### config.mk
export PLATFORM = sky130hd
export DESIGN_NAME = conv_layer_sched_flat
export DESIGN_NICKNAME = d
export VERILOG_FILES = /design/src/rtl/conv_layer_sched_if.sv /design/src/rtl/conv_layer_sched.sv /design/src/flat_wrapper.sv
export SDC_FILE = /design/constraint.sdc
export NUM_CORES = 1
export LEC_CHECK = 0
export CORE_MARGIN = 2
export CORE_UTILIZATION = 49
export CTS_CLUSTER_SIZE = 20
export DETAILED_ROUTE_END_ITERATION = 8
export PLACE_DENSITY = 0.78
export SLEW_MARGIN = 20
export SYNTH_ARGS = -nofsm -noshare
export SYNTH_HDL_FRONTEND = slang
export SYNTH_SLANG_ARGS = --single-unit
export TNS_END_PERCENT = 20
### constraint.sdc
create_clock -name clk -period 13.1 [get_ports clk]
set_input_delay 1.31 -clock clk [delete_from_list [all_inputs] [get_ports clk]]
set_output_delay 1.31 -clock clk [all_outputs]
set_load 0.02 [all_outputs]
### src/rtl/conv_layer_sched_if.sv
`default_nettype none
// ============================================================================
//  Module   : conv_layer_sched_if
//  Purpose  : Bundles every signal of the layer scheduler except clk and rst.
//             Groups: layer descriptor handshake, core configuration and
//             strobes, ifm/wgt memory read requests, ofm write stream, and
//             status flags.
//  Modports : master - the scheduler itself
//             slave  - the environment (descriptor source, core, memories)
//  Revision : 1.0  initial release
// ============================================================================
interface conv_layer_sched_if #(
    parameter int ADDR_W = 16,
    parameter int OFM_W  = 25
);
    // layer descriptor
    logic              cfg_valid;
    logic              cfg_ready;
    logic [31:0]       cfg_ci;
    logic [31:0]       cfg_co;
    logic [31:0]       cfg_tiles;
    logic [ADDR_W-1:0] cfg_ifm_base;
    logic [ADDR_W-1:0] cfg_wgt_base;
    logic [ADDR_W-1:0] cfg_ofm_base;
    // convolution core
    logic              acc_start_conv;
    logic [31:0]       acc_cfg_ci;
    logic [31:0]       acc_cfg_co;
    logic [31:0]       acc_tile_num;
    logic              acc_ifm_read;
    logic              acc_wgt_read;
    logic [OFM_W-1:0]  acc_ofm_port0;
    logic [OFM_W-1:0]  acc_ofm_port1;
    logic              acc_ofm_port0_v;
    logic              acc_ofm_port1_v;
    logic              acc_end_op;
    logic              acc_stall;
    // memory read requests
    logic              ifm_mem_en;
    logic [ADDR_W-1:0] ifm_mem_addr;
    logic              wgt_mem_en;
    logic [ADDR_W-1:0] wgt_mem_addr;
    // output write stream
    logic              ofm_wr_valid;
    logic              ofm_wr_ready;
    logic [ADDR_W-1:0] ofm_wr_addr;
    logic [OFM_W-1:0]  ofm_wr_data;
    // status
    logic              busy;
    logic              done;
    logic              ovf_err;

    modport master (
        input  cfg_valid, cfg_ci, cfg_co, cfg_tiles,
               cfg_ifm_base, cfg_wgt_base, cfg_ofm_base,
               acc_ifm_read, acc_wgt_read,
               acc_ofm_port0, acc_ofm_port1, acc_ofm_port0_v, acc_ofm_port1_v,
               acc_end_op, ofm_wr_ready,
        output cfg_ready, acc_start_conv, acc_cfg_ci, acc_cfg_co, acc_tile_num,
               acc_stall, ifm_mem_en, ifm_mem_addr, wgt_mem_en, wgt_mem_addr,
               ofm_wr_valid, ofm_wr_addr, ofm_wr_data, busy, done, ovf_err
    );

    modport slave (
        output cfg_valid, cfg_ci, cfg_co, cfg_tiles,
               cfg_ifm_base, cfg_wgt_base, cfg_ofm_base,
               acc_ifm_read, acc_wgt_read,
               acc_ofm_port0, acc_ofm_port1, acc_ofm_port0_v, acc_ofm_port1_v,
               acc_end_op, ofm_wr_ready,
        input  cfg_ready, acc_start_conv, acc_cfg_ci, acc_cfg_co, acc_tile_num,
               acc_stall, ifm_mem_en, ifm_mem_addr, wgt_mem_en, wgt_mem_addr,
               ofm_wr_valid, ofm_wr_addr, ofm_wr_data, busy, done, ovf_err
    );
endinterface
`default_nettype wire

### src/rtl/conv_layer_sched.sv
`default_nettype none
// ============================================================================
//  Module   : conv_layer_sched
//  Purpose  : Layer-level controller for the convolution core. Accepts one
//             layer descriptor, pulses start to the core, turns the core's
//             ifm/wgt read strobes into sequential read addresses, and merges
//             the core's two output ports into one ordered write stream via a
//             dual-push FIFO, stalling the core as that FIFO fills.
//  Ports    : clk  - clock
//             rst  - asynchronous active-high reset
//             bus  - conv_layer_sched_if.master (descriptor, core, memories,
//                    write stream, status)
//  Revision : 1.0  initial release
// ============================================================================
module conv_layer_sched #(
    parameter int ADDR_W      = 16,
    parameter int OFM_W       = 25,
    parameter int OFIFO_DEPTH = 8,
    parameter int OFIFO_AFULL = 4
) (
    input  wire logic              clk,
    input  wire logic              rst,
    conv_layer_sched_if.master     bus
);

    localparam logic [2:0] S_IDLE  = 3'd0;
    localparam logic [2:0] S_START = 3'd1;
    localparam logic [2:0] S_RUN   = 3'd2;
    localparam logic [2:0] S_DRAIN = 3'd3;
    localparam logic [2:0] S_DONE  = 3'd4;

    localparam int c_PTR_W = $clog2(OFIFO_DEPTH);
    localparam int c_CNT_W = c_PTR_W + 1;
    localparam logic [c_CNT_W-1:0] c_AFULL = c_CNT_W'(OFIFO_AFULL);

    // ------------------------------------------------------------------
    // State and datapath registers
    // ------------------------------------------------------------------
    logic [2:0]         r_state;
    logic [2:0]         w_state_next;
    logic               r_cfg_ready;

    logic [31:0]        r_ci;
    logic [31:0]        r_co;
    logic [31:0]        r_tiles;
    logic [ADDR_W-1:0]  r_ifm_ptr;
    logic [ADDR_W-1:0]  r_wgt_ptr;
    logic [ADDR_W-1:0]  r_ofm_base;
    logic [ADDR_W-1:0]  r_wr_idx;

    logic [OFM_W-1:0]   r_mem [OFIFO_DEPTH];
    logic [c_PTR_W-1:0] r_wptr;
    logic [c_PTR_W-1:0] r_rptr;
    logic [c_CNT_W-1:0] r_count;
    logic               r_stall;
    logic               r_ovf;

    logic               w_accept;
    logic               w_ifm_en;
    logic               w_wgt_en;
    logic               w_ofm_valid;
    logic               w_pop;
    logic               w_push0;
    logic               w_push1;
    logic               w_acc0;
    logic               w_acc1;
    logic               w_drop;
    int                 w_room;
    logic [c_PTR_W-1:0] w_wr1_idx;
    logic [c_CNT_W-1:0] w_cnt_next;

    // cfg_ready is registered so it is low while rst is held and only rises
    // once the FSM is settled in IDLE.
    assign w_accept    = bus.cfg_valid & r_cfg_ready;
    assign w_ofm_valid = (r_count != '0);
    assign w_pop       = w_ofm_valid & bus.ofm_wr_ready;

    // ------------------------------------------------------------------
    // FSM: state register
    // ------------------------------------------------------------------
    always_ff @(posedge clk or posedge rst) begin
        if (rst) begin
            r_state     <= S_IDLE;
            r_cfg_ready <= 1'b0;
        end else begin
            r_state     <= w_state_next;
            r_cfg_ready <= (w_state_next == S_IDLE);
        end
    end

    // ------------------------------------------------------------------
    // FSM: next-state logic
    // ------------------------------------------------------------------
    always_comb begin
        w_state_next = r_state;
        case (r_state)
            S_IDLE: begin
                if (w_accept)
                    w_state_next = (bus.cfg_tiles == 32'd0) ? S_DONE : S_START;
            end
            S_START: w_state_next = S_RUN;
            S_RUN: begin
                if (bus.acc_end_op)
                    w_state_next = S_DRAIN;
            end
            S_DRAIN: begin
                // an output valid this cycle is a write still in flight
                if (!w_ofm_valid && !bus.acc_ofm_port0_v && !bus.acc_ofm_port1_v)
                    w_state_next = S_DONE;
            end
            S_DONE:  w_state_next = S_IDLE;
            default: w_state_next = S_IDLE;
        endcase
    end

    // ------------------------------------------------------------------
    // FSM: outputs
    // ------------------------------------------------------------------
    always_comb begin
        w_ifm_en           = (r_state == S_RUN) & bus.acc_ifm_read & ~r_stall;
        w_wgt_en           = (r_state == S_RUN) & bus.acc_wgt_read & ~r_stall;
        bus.cfg_ready      = r_cfg_ready;
        bus.acc_start_conv = (r_state == S_START);
        bus.busy           = (r_state != S_IDLE);
        bus.done           = (r_state == S_DONE);
        bus.ifm_mem_en     = w_ifm_en;
        bus.wgt_mem_en     = w_wgt_en;
        bus.ifm_mem_addr   = r_ifm_ptr;
        bus.wgt_mem_addr   = r_wgt_ptr;
        bus.acc_cfg_ci     = r_ci;
        bus.acc_cfg_co     = r_co;
        bus.acc_tile_num   = r_tiles;
        bus.acc_stall      = r_stall;
        bus.ofm_wr_valid   = w_ofm_valid;
        bus.ofm_wr_addr    = r_ofm_base + r_wr_idx;
        // head is masked when empty so stale entries never reach the port
        bus.ofm_wr_data    = w_ofm_valid ? r_mem[r_rptr] : '0;
        bus.ovf_err        = r_ovf;
    end

    // ------------------------------------------------------------------
    // Descriptor latch and address pointers
    // ------------------------------------------------------------------
    always_ff @(posedge clk or posedge rst) begin
        if (rst) begin
            r_ci       <= '0;
            r_co       <= '0;
            r_tiles    <= '0;
            r_ifm_ptr  <= '0;
            r_wgt_ptr  <= '0;
            r_ofm_base <= '0;
            r_wr_idx   <= '0;
        end else begin
            if (w_accept) begin
                r_ci       <= bus.cfg_ci;
                r_co       <= bus.cfg_co;
                r_tiles    <= bus.cfg_tiles;
                r_ifm_ptr  <= bus.cfg_ifm_base;
                r_wgt_ptr  <= bus.cfg_wgt_base;
                r_ofm_base <= bus.cfg_ofm_base;
                r_wr_idx   <= '0;
            end else begin
                if (w_ifm_en) r_ifm_ptr <= r_ifm_ptr + ADDR_W'(1);
                if (w_wgt_en) r_wgt_ptr <= r_wgt_ptr + ADDR_W'(1);
                if (w_pop)    r_wr_idx  <= r_wr_idx + ADDR_W'(1);
            end
        end
    end

    // ------------------------------------------------------------------
    // Dual-push output FIFO. Port0 takes the first free slot; port1 takes
    // the slot after it when both push, so port0 data is drained first.
    // Room counts the slot freed by a same-cycle pop.
    // ------------------------------------------------------------------
    always_comb begin
        w_push0    = bus.acc_ofm_port0_v & (r_state != S_IDLE);
        w_push1    = bus.acc_ofm_port1_v & (r_state != S_IDLE);
        w_room     = OFIFO_DEPTH - int'(r_count) + int'(w_pop);
        w_acc0     = w_push0 & (w_room >= 1);
        w_acc1     = w_push1 & (w_room >= 1 + int'(w_acc0));
        w_drop     = (w_push0 & ~w_acc0) | (w_push1 & ~w_acc1);
        w_wr1_idx  = r_wptr + c_PTR_W'(w_acc0);
        w_cnt_next = r_count + c_CNT_W'(w_acc0) + c_CNT_W'(w_acc1) - c_CNT_W'(w_pop);
    end

    always_ff @(posedge clk or posedge rst) begin
        if (rst) begin
            for (int i = 0; i < OFIFO_DEPTH; i++)
                r_mem[i] <= '0;
            r_wptr  <= '0;
            r_rptr  <= '0;
            r_count <= '0;
            r_stall <= 1'b0;
            r_ovf   <= 1'b0;
        end else begin
            if (w_acc0) r_mem[r_wptr]    <= bus.acc_ofm_port0;
            if (w_acc1) r_mem[w_wr1_idx] <= bus.acc_ofm_port1;
            r_wptr  <= r_wptr + c_PTR_W'(w_acc0) + c_PTR_W'(w_acc1);
            if (w_pop) r_rptr <= r_rptr + c_PTR_W'(1);
            r_count <= w_cnt_next;
            // stall follows the occupancy seen this cycle, one cycle late
            r_stall <= (r_count >= c_AFULL);
            r_ovf   <= r_ovf | w_drop;
        end
    end

endmodule
`default_nettype wire

### src/flat_wrapper.sv
// flat-port wrapper written by rule: the top's interface ports become plain ports
module conv_layer_sched_flat 
#(
    parameter int ADDR_W      = 16,
    parameter int OFM_W       = 25,
    parameter int OFIFO_DEPTH = 8,
    parameter int OFIFO_AFULL = 4
)
  (clk, rst, bus_cfg_valid, bus_cfg_ci, bus_cfg_co, bus_cfg_tiles, bus_cfg_ifm_base, bus_cfg_wgt_base, bus_cfg_ofm_base, bus_acc_ifm_read, bus_acc_wgt_read, bus_acc_ofm_port0, bus_acc_ofm_port1, bus_acc_ofm_port0_v, bus_acc_ofm_port1_v, bus_acc_end_op, bus_ofm_wr_ready, bus_cfg_ready, bus_acc_start_conv, bus_acc_cfg_ci, bus_acc_cfg_co, bus_acc_tile_num, bus_acc_stall, bus_ifm_mem_en, bus_ifm_mem_addr, bus_wgt_mem_en, bus_wgt_mem_addr, bus_ofm_wr_valid, bus_ofm_wr_addr, bus_ofm_wr_data, bus_busy, bus_done, bus_ovf_err);
  conv_layer_sched_if #(.ADDR_W(ADDR_W), .OFM_W(OFM_W)) bus_i ();
  input  wire logic clk;
  input  wire logic rst;
  input wire logic [$bits(bus_i.cfg_valid)-1:0] bus_cfg_valid;
  input wire logic [$bits(bus_i.cfg_ci)-1:0] bus_cfg_ci;
  input wire logic [$bits(bus_i.cfg_co)-1:0] bus_cfg_co;
  input wire logic [$bits(bus_i.cfg_tiles)-1:0] bus_cfg_tiles;
  input wire logic [$bits(bus_i.cfg_ifm_base)-1:0] bus_cfg_ifm_base;
  input wire logic [$bits(bus_i.cfg_wgt_base)-1:0] bus_cfg_wgt_base;
  input wire logic [$bits(bus_i.cfg_ofm_base)-1:0] bus_cfg_ofm_base;
  input wire logic [$bits(bus_i.acc_ifm_read)-1:0] bus_acc_ifm_read;
  input wire logic [$bits(bus_i.acc_wgt_read)-1:0] bus_acc_wgt_read;
  input wire logic [$bits(bus_i.acc_ofm_port0)-1:0] bus_acc_ofm_port0;
  input wire logic [$bits(bus_i.acc_ofm_port1)-1:0] bus_acc_ofm_port1;
  input wire logic [$bits(bus_i.acc_ofm_port0_v)-1:0] bus_acc_ofm_port0_v;
  input wire logic [$bits(bus_i.acc_ofm_port1_v)-1:0] bus_acc_ofm_port1_v;
  input wire logic [$bits(bus_i.acc_end_op)-1:0] bus_acc_end_op;
  input wire logic [$bits(bus_i.ofm_wr_ready)-1:0] bus_ofm_wr_ready;
  output wire logic [$bits(bus_i.cfg_ready)-1:0] bus_cfg_ready;
  output wire logic [$bits(bus_i.acc_start_conv)-1:0] bus_acc_start_conv;
  output wire logic [$bits(bus_i.acc_cfg_ci)-1:0] bus_acc_cfg_ci;
  output wire logic [$bits(bus_i.acc_cfg_co)-1:0] bus_acc_cfg_co;
  output wire logic [$bits(bus_i.acc_tile_num)-1:0] bus_acc_tile_num;
  output wire logic [$bits(bus_i.acc_stall)-1:0] bus_acc_stall;
  output wire logic [$bits(bus_i.ifm_mem_en)-1:0] bus_ifm_mem_en;
  output wire logic [$bits(bus_i.ifm_mem_addr)-1:0] bus_ifm_mem_addr;
  output wire logic [$bits(bus_i.wgt_mem_en)-1:0] bus_wgt_mem_en;
  output wire logic [$bits(bus_i.wgt_mem_addr)-1:0] bus_wgt_mem_addr;
  output wire logic [$bits(bus_i.ofm_wr_valid)-1:0] bus_ofm_wr_valid;
  output wire logic [$bits(bus_i.ofm_wr_addr)-1:0] bus_ofm_wr_addr;
  output wire logic [$bits(bus_i.ofm_wr_data)-1:0] bus_ofm_wr_data;
  output wire logic [$bits(bus_i.busy)-1:0] bus_busy;
  output wire logic [$bits(bus_i.done)-1:0] bus_done;
  output wire logic [$bits(bus_i.ovf_err)-1:0] bus_ovf_err;
  assign bus_i.cfg_valid = bus_cfg_valid;
  assign bus_i.cfg_ci = bus_cfg_ci;
  assign bus_i.cfg_co = bus_cfg_co;
  assign bus_i.cfg_tiles = bus_cfg_tiles;
  assign bus_i.cfg_ifm_base = bus_cfg_ifm_base;
  assign bus_i.cfg_wgt_base = bus_cfg_wgt_base;
  assign bus_i.cfg_ofm_base = bus_cfg_ofm_base;
  assign bus_i.acc_ifm_read = bus_acc_ifm_read;
  assign bus_i.acc_wgt_read = bus_acc_wgt_read;
  assign bus_i.acc_ofm_port0 = bus_acc_ofm_port0;
  assign bus_i.acc_ofm_port1 = bus_acc_ofm_port1;
  assign bus_i.acc_ofm_port0_v = bus_acc_ofm_port0_v;
  assign bus_i.acc_ofm_port1_v = bus_acc_ofm_port1_v;
  assign bus_i.acc_end_op = bus_acc_end_op;
  assign bus_i.ofm_wr_ready = bus_ofm_wr_ready;
  assign bus_cfg_ready = bus_i.cfg_ready;
  assign bus_acc_start_conv = bus_i.acc_start_conv;
  assign bus_acc_cfg_ci = bus_i.acc_cfg_ci;
  assign bus_acc_cfg_co = bus_i.acc_cfg_co;
  assign bus_acc_tile_num = bus_i.acc_tile_num;
  assign bus_acc_stall = bus_i.acc_stall;
  assign bus_ifm_mem_en = bus_i.ifm_mem_en;
  assign bus_ifm_mem_addr = bus_i.ifm_mem_addr;
  assign bus_wgt_mem_en = bus_i.wgt_mem_en;
  assign bus_wgt_mem_addr = bus_i.wgt_mem_addr;
  assign bus_ofm_wr_valid = bus_i.ofm_wr_valid;
  assign bus_ofm_wr_addr = bus_i.ofm_wr_addr;
  assign bus_ofm_wr_data = bus_i.ofm_wr_data;
  assign bus_busy = bus_i.busy;
  assign bus_done = bus_i.done;
  assign bus_ovf_err = bus_i.ovf_err;
  conv_layer_sched #(.ADDR_W(ADDR_W), .OFM_W(OFM_W), .OFIFO_DEPTH(OFIFO_DEPTH), .OFIFO_AFULL(OFIFO_AFULL)) u_core (.clk(clk), .rst(rst), .bus(bus_i));
endmodule
After elaboration in Yosys (flattened, before gate mapping)
Index checks and enable logic that the tools add are counted.
{"block": "totals", "ff_bits": 376, "inputBits": 203, "output_inout_bits": 178, "wordCells": 105}
{"block": "classes", "addsub": 13, "order_cmp": 8, "n_eq_ne": 4, "mux": 23, "bitwise": 20, "reduce_logical": 15}
{"operator": "$bwmux W200", "n": 2}
{"operator": "$mux W200", "n": 2}
{"operator": "$demux W25 S3", "n": 2}
{"operator": "$mux W25", "n": 5}
{"operator": "$mux W16", "n": 6}
{"operator": "$bmux W25 S3", "n": 1}
{"operator": "$add A16 B1 Y16 const B", "n": 3}
{"operator": "$add A32 B2 Y32", "n": 1}
{"operator": "$ge A32 B2 Y1 const B", "n": 1}
{"operator": "$ge A32 B32 Y1", "n": 1}
{"operator": "$logic_not A32 Y1", "n": 1}
{"operator": "$add A16 B16 Y16", "n": 1}
{"operator": "$and A1 B1 Y1", "n": 12}
{"operator": "$ge A4 B4 Y1 const B", "n": 3}
{"operator": "$mux W3", "n": 4}
{"operator": "$not A3 Y4", "n": 3}
{"operator": "$pmux W3 S4", "n": 1}
{"operator": "$add A4 B1 Y4", "n": 2}
{"operator": "$lt A4 B1 Y1 const B", "n": 2}
{"operator": "$add A3 B1 Y3", "n": 2}
{"operator": "$eq A3 B2 Y1 const B", "n": 2}
{"operator": "$logic_not A3 Y1", "n": 2}
{"operator": "$reduce_bool A2 Y1", "n": 3}
{"operator": "$sub A4 B4 Y5 const A", "n": 1}
{"operator": "12 further kinds", "n": 20}

Longest topological paths before layout
{"block": "logic_depth", "word_depth": 13, "depth_mapped": 31, "depth_no_buf": 28}

Worst setup path after synthesis
OpenSTA, ideal clock, no wires.
{"block": "synth_timing", "kind": "input -> register", "startpoint": "in bus_ofm_wr_ready", "endpoint": "reg u_core.r_mem[90] (netlist bit)", "setup_ps": 125, "arrival_time_ps": 5472, "required_ps": 12975, "slack_ps": 7503, "stages": 20, "n_path_buf": 3, "cell_sequence": "and2_1 -> clkbuf_1 -> ha_1 -> ha_1 -> nand2_1 -> ha_1 -> nor4bb_1 -> nand4_1 -> nor4_1 -> o211a_1 -> buf_6 -> nor2_1 -> nand2_1 -> ha_1 -> a2111oi_0 -> o211a_1 -> o41ai_4 -> nand2_1 -> clkbuf_1 -> mux2_2"}
{"block": "synth_between", "elab_chain_len": 12, "elab_cells_between_ends": 17, "classes_between": "3 x add/sub; 4 x order compare; 5 x mux; 4 x bitwise; 1 x reduce/logical"}
{"item": "start: declaration", "line": "flat_wrapper.sv:27", "source": "input wire logic [$bits(bus_i.ofm_wr_ready)-1:0] bus_ofm_wr_ready;"}
{"item": "$and A1 B1 Y1 *", "line": "conv_layer_sched.sv:76", "source": "assign w_pop = w_ofm_valid & bus.ofm_wr_ready;"}
{"item": "via u_core.w_pop", "line": "conv_layer_sched.sv:62", "source": "logic w_pop;"}
{"item": "$add A32 B2 Y32 *", "line": "conv_layer_sched.sv:178", "source": "w_room = OFIFO_DEPTH - int'(r_count) + int'(w_pop);"}
{"item": "$ge A32 B2 Y1", "line": "conv_layer_sched.sv:179", "source": "w_acc0 = w_push0 & (w_room >= 1);"}
{"item": "$and A1 B1 Y1", "line": "conv_layer_sched.sv:179"}
{"item": "$add A3 B1 Y3", "line": "conv_layer_sched.sv:182", "source": "w_wr1_idx = r_wptr + c_PTR_W'(w_acc0);"}
{"item": "$not A3 Y4 (implied by the code)", "line": "conv_layer_sched.sv:197", "source": "if (w_acc1) r_mem[w_wr1_idx] <= bus.acc_ofm_port1;"}
{"item": "$ge A4 B4 Y1 (implied by the code) or $lt A4 B1 Y1 (tied branches)", "line": "conv_layer_sched.sv:197"}
{"item": "$logic_and A1 B1 Y1 (implied by the code)", "line": "conv_layer_sched.sv:197"}
{"item": "$mux W25 (implied by the code)", "line": "conv_layer_sched.sv:197"}
{"item": "$demux W25 S3", "line": "conv_layer_sched.sv:197"}
{"item": "$bwmux W200", "line": "conv_layer_sched.sv:197"}
{"item": "$mux W200 *", "line": "conv_layer_sched.sv:197"}
{"item": "end signal: indexed assignment", "line": "conv_layer_sched.sv:196", "source": "if (w_acc0) r_mem[r_wptr] <= bus.acc_ofm_port0;"}
{"item": "end signal: indexed assignment", "line": "conv_layer_sched.sv:197"}
{"item": "end: declaration", "line": "conv_layer_sched.sv:51", "source": "logic [OFM_W-1:0] r_mem [OFIFO_DEPTH];"}
Mark *: on every way through the listed nets, which the timed path passes. The rest lies on a longest branch.
A chain may end at the register's enable or synchronous reset.

Worst setup path after layout
{"block": "layout_timing", "startpoint": "in bus_ofm_wr_ready", "endpoint": "reg u_core.r_mem[21] (netlist bit)"}
{"block": "layout_between", "elab_chain_len": 12, "elab_cells_between_ends": 17, "classes_between": "3 x add/sub; 4 x order compare; 5 x mux; 4 x bitwise; 1 x reduce/logical"}
{"item": "$and A1 B1 Y1 *", "line": "conv_layer_sched.sv:76"}
{"item": "$add A32 B2 Y32 *", "line": "conv_layer_sched.sv:178"}
{"item": "$ge A32 B2 Y1", "line": "conv_layer_sched.sv:179"}
{"item": "$and A1 B1 Y1", "line": "conv_layer_sched.sv:179"}
{"item": "$add A3 B1 Y3", "line": "conv_layer_sched.sv:182"}
{"item": "$not A3 Y4 (implied by the code)", "line": "conv_layer_sched.sv:197"}
{"item": "$ge A4 B4 Y1 (implied by the code) or $lt A4 B1 Y1 (tied branches)", "line": "conv_layer_sched.sv:197"}
{"item": "$logic_and A1 B1 Y1 (implied by the code)", "line": "conv_layer_sched.sv:197"}
{"item": "$mux W25 (implied by the code)", "line": "conv_layer_sched.sv:197"}
{"item": "$demux W25 S3", "line": "conv_layer_sched.sv:197"}
{"item": "$bwmux W200", "line": "conv_layer_sched.sv:197"}
{"item": "$mux W200 *", "line": "conv_layer_sched.sv:197"}
Every way passes the cells marked *; elsewhere a longest branch is shown, timed or not.

==> impl_metrics.toml <==
[run_status]
outcome = "completed"

[setup_path]
startpoint = "bus_ofm_wr_ready"
critPathCaptureType = "flip-flop"
cp.arrival_ns = 7.43
cp_cell_sequence = "clkdlybuf4s50_1 > and2_1 > ha_1 > ha_1 > nand2_1 > ha_1 > nor4bb_1 > nand4_1 > nor4_1 > o211a_1 > nor2_1 > nand2_1 > inv_1 > ha_1 > inv_1 > o41ai_2 > nand3_2 > mux2_2"
crit_required_ns = 13.53
crit_slowest_cell = "nand3_2"
r2r_cells = 21
regToRegStartpoint = "u_core.r_count[0]$_DFF_PP0_"
crit_buf_inv = 3
critPathMaxStageDelay_ns = 0.87
critical_path.top_delay_family = "simple AND/OR/NAND/NOR gates"
rr_endpoint = "u_core.r_mem[21]$_DFF_PP0_"
path_depth = 18
reg2reg_slack_ns = 6.32
cpMostUsedCell = "ha_1"
endpoint = "u_core.r_mem[21]$_DFF_PP0_"
cp-start-kind = "primary input"
path_class = "primary input to flip-flop"
worstPathMaxFanout = 25

[sta]
grt_setup_unrepaired = "no"
relSlewSlack = 0.260
fin_crit_sh = 0.534
hold_viol_final = 0
setup_tns_ns = 0
max_slew.worst_pin.slew_ns = 1.11
max_freq_mhz = 143
fin_hold_ws_ns = 0.472
maxSlewViolCount = 0
worst_slack_ns = 6.10
fin_crit_ns = 7.00
finalClockSkew_ns = 0.0182
setup_viol = 0

[final_layout]
finalInstanceArea_um2 = 25600
stdcell_count = 2661
area_delta_synth_final_pct = 28.0
n_fill_cell = 3166
nNetsFinal = 2340
drive_gt1_frac = 0.250
ff_latch_area_um2 = 9410
multi_input_area_um2 = 10200
finish.utilization = 0.632

[clock_tree]
h-tree-depth = 2
worstSkewPairLatency_ns = 0.57
clkTransAtPathRegs_ns = 0.06
cts_resized = 0
cts-buffers-inserted = 42
cts_hold_buf = 0
cts_setup_buffers = 0
cts_tree = "built"
clock-sinks = 376
clockBufferDepth = 3
clockRootBuffer = "clkbuf_16"

[grt]
grt_max_degree = 160
grt_antenna_before_repair = 10
grt_pass1_wl_um = 87400
gr-total-overflow = 0
grt_usage = 0.270
first_global_vias = 15454

[pwr]
ir_worst_vdd_mv = 0.176
power.total_mw = 6.59
leakage_nw = 11.2
power.density_nw_per_um2 = 257

[die]
initial_core_util = 0.493
chipHeight_um = 206
io-pin-count = 381
rows = 74
coreArea_um2 = 40600
die-area_um2 = 42500
die_x_um = 206

[place]
place_ws_ns = 5.74
place_congestion = 0.928
numPlacedInstances = 2581
port_buffers = 380
dp_hpwl_um = 39300
dpl_cell_area_um2 = 24300

[drt]
wl_per_cell_um = 21.7
dr_wl_met3_um = 3820
drc = 0
routed.top_layer = "met5"
first_pass_iters = 5
ant_nets = 0
first_iter_violations = 914
wl_met2_um = 29400
met1Wirelength_um = 21600
vias = 14817
via_per_inst = 5.57
wirelength_um = 57700

[yosys]
synth_area_um2 = 20000
async_flop_share = 1.00
syn_avg_cell_area_um2 = 11.4
synth.ff_latch_count = 376
synth_edf_count = 0
yosys.cell_types.count = 50
ys.flop_type = "dfrtp_1"
synth_cells = 1750
synth.yosys.seq_area_share = 0.470
ys_warn_count = 0
synth_nets = 1997

[min_path]
hold_path.class = "flip-flop to flip-flop"

[run]
drv_cap = 0
## registers in the layout, summed over array words and instances (netlist names), 16 cells and up
name,cells
u_core.bus.acc_tile_num,32
u_core.bus.wgt_mem_addr,16
u_core.r_wr_idx,16
u_core.bus.acc_cfg_co,32
u_core.r_ofm_base,16
u_core.r_mem,200
u_core.bus.ifm_mem_addr,16
u_core.bus.acc_cfg_ci,32
## layer usage
| layer | GRT usage | vias up |
|---|---|---|
| met4 | 0.141 | 6 |
| met1 | 0.309 | 7441 |
| met3 | 0.0598 | 148 |
| li1 | - | 6779 |
| met2 | 0.474 | 443 |
| met5 | 0 | - |
## worst min-delay path, cell delays in order, from the launching register on
cell	delay [ns]
dfrtp_1	0.33
nand2_1	0.05
nand2_1	0.06
## synth_stat cells (3+ instances only)
cell	instances	area, um^2
buf_1	10	37.5
or3_1	3	18.8
nand2_1	401	1510
nor3_1	9	45.0
and3_1	5	31.3
buf_2	26	130
dfrtp_1	376	9410
mux2_1	19	214
xor2_1	27	236
nand4_1	13	81.3
o211a_1	3	30.0
mux2_4	20	300
o21a_1	3	22.5
ha_1	41	513
buf_6	4	45.0
mux4_2	50	1130
inv_1	26	97.6
nor4_1	9	56.3
xnor2_1	41	359
fa_1	3	60.1
o21ai_0	36	180
mux2_2	362	4080
nand3_1	33	165
a21o_1	6	45.0
a21oi_1	15	75.1
clkbuf_1	54	203
nor2b_1	7	43.8
and2_1	7	43.8
nor2_1	84	315
o22ai_1	3	18.8
and4_1	4	35.0
mux2i_1	27	270
## worst min path at each step
stage	from	cells past startpoint	end	slack, ns
2_1_floorplan	u_core.r_ofm_base[0]$_DFFE_PP0P_	2	u_core.r_ofm_base[0]$_DFFE_PP0P_	0.45
3_3_place_gp	u_core.bus.acc_cfg_ci[4]$_DFFE_PP0P_	2	u_core.bus.acc_cfg_ci[4]$_DFFE_PP0P_	0.46
3_5_place_dp	u_core.bus.acc_tile_num[6]$_DFFE_PP0P_	2	u_core.bus.acc_tile_num[6]$_DFFE_PP0P_	0.46
4_1_cts	u_core.bus.acc_tile_num[6]$_DFFE_PP0P_	2	u_core.bus.acc_tile_num[6]$_DFFE_PP0P_	0.48
5_1_grt	u_core.bus.acc_tile_num[1]$_DFFE_PP0P_	2	u_core.bus.acc_tile_num[1]$_DFFE_PP0P_	0.49
6_report	u_core.bus.acc_cfg_ci[13]$_DFFE_PP0P_	2	u_core.bus.acc_cfg_ci[13]$_DFFE_PP0P_	0.47
## layout make-up
cell class / count / area share
multi-input combinational: 1254 / 0.397
sequential: 376 / 0.367
timing repair buffer: 393 / 0.153
clock buffer: 58 / 0.0461
tap: 532 / 0.0260
clock inverter: 15 / 0.00591
inverter: 26 / 0.00410
antenna: 7 / 0.000684
## cells in the final DEF, fill, tap and decap left out, types with 4 or more instances in the layout
master           netlist  final
a21o_1                 6      6
a21oi_1               15     15
and2_1                 7      6
and3_1                 5      5
and4_1                 4      4
buf_4                  0     12
clkbuf_1              54      9
clkbuf_16              0     42
clkbuf_8               0      7
clkdlybuf4s50_1        0    380
clkinv_2               0      7
dfrtp_1              376    374
diode_2                0      7
ha_1                  41     41
inv_1                 26     25
mux2_1                19     19
mux2_2               362    362
mux2_4                20     20
mux2i_1               27     27
mux4_2                50     50
nand2_1              401    398
nand3_1               33     30
nand3_2                1      4
nand4_1               13     13
nor2_1                84     78
nor2_4                 0      6
nor2b_1                7      7
nor3_1                 9      9
nor4_1                 9      9
o21ai_0               36     36
xnor2_1               41     41
xor2_1                27     27
## cell families (layout without fill, tap and decap cells)
group                    count (synthesis)  count (layout)  synth area share
AO/OA/AOI/OAI                           78              78            0.0251
XOR/XNOR                                68              68            0.0298
adder cells (fa/ha/maj)                 44              44            0.0286
buffers and inverters                  120             492            0.0256
flip-flops                             376             376             0.470
multiplexers                           478             478             0.299
other                                    0               7                 0
AND/OR/NAND/NOR                        586             586             0.121
## power breakdown
group          internal [mW]  switching (mW)  total, mW  leakage [nW]
Clock                  0.670           0.482       1.15         0.651
Sequential              1.72           0.345       2.07          4.59
Combinational           1.77            1.60       3.37          5.96
Power figures use the tool's default switching activity.
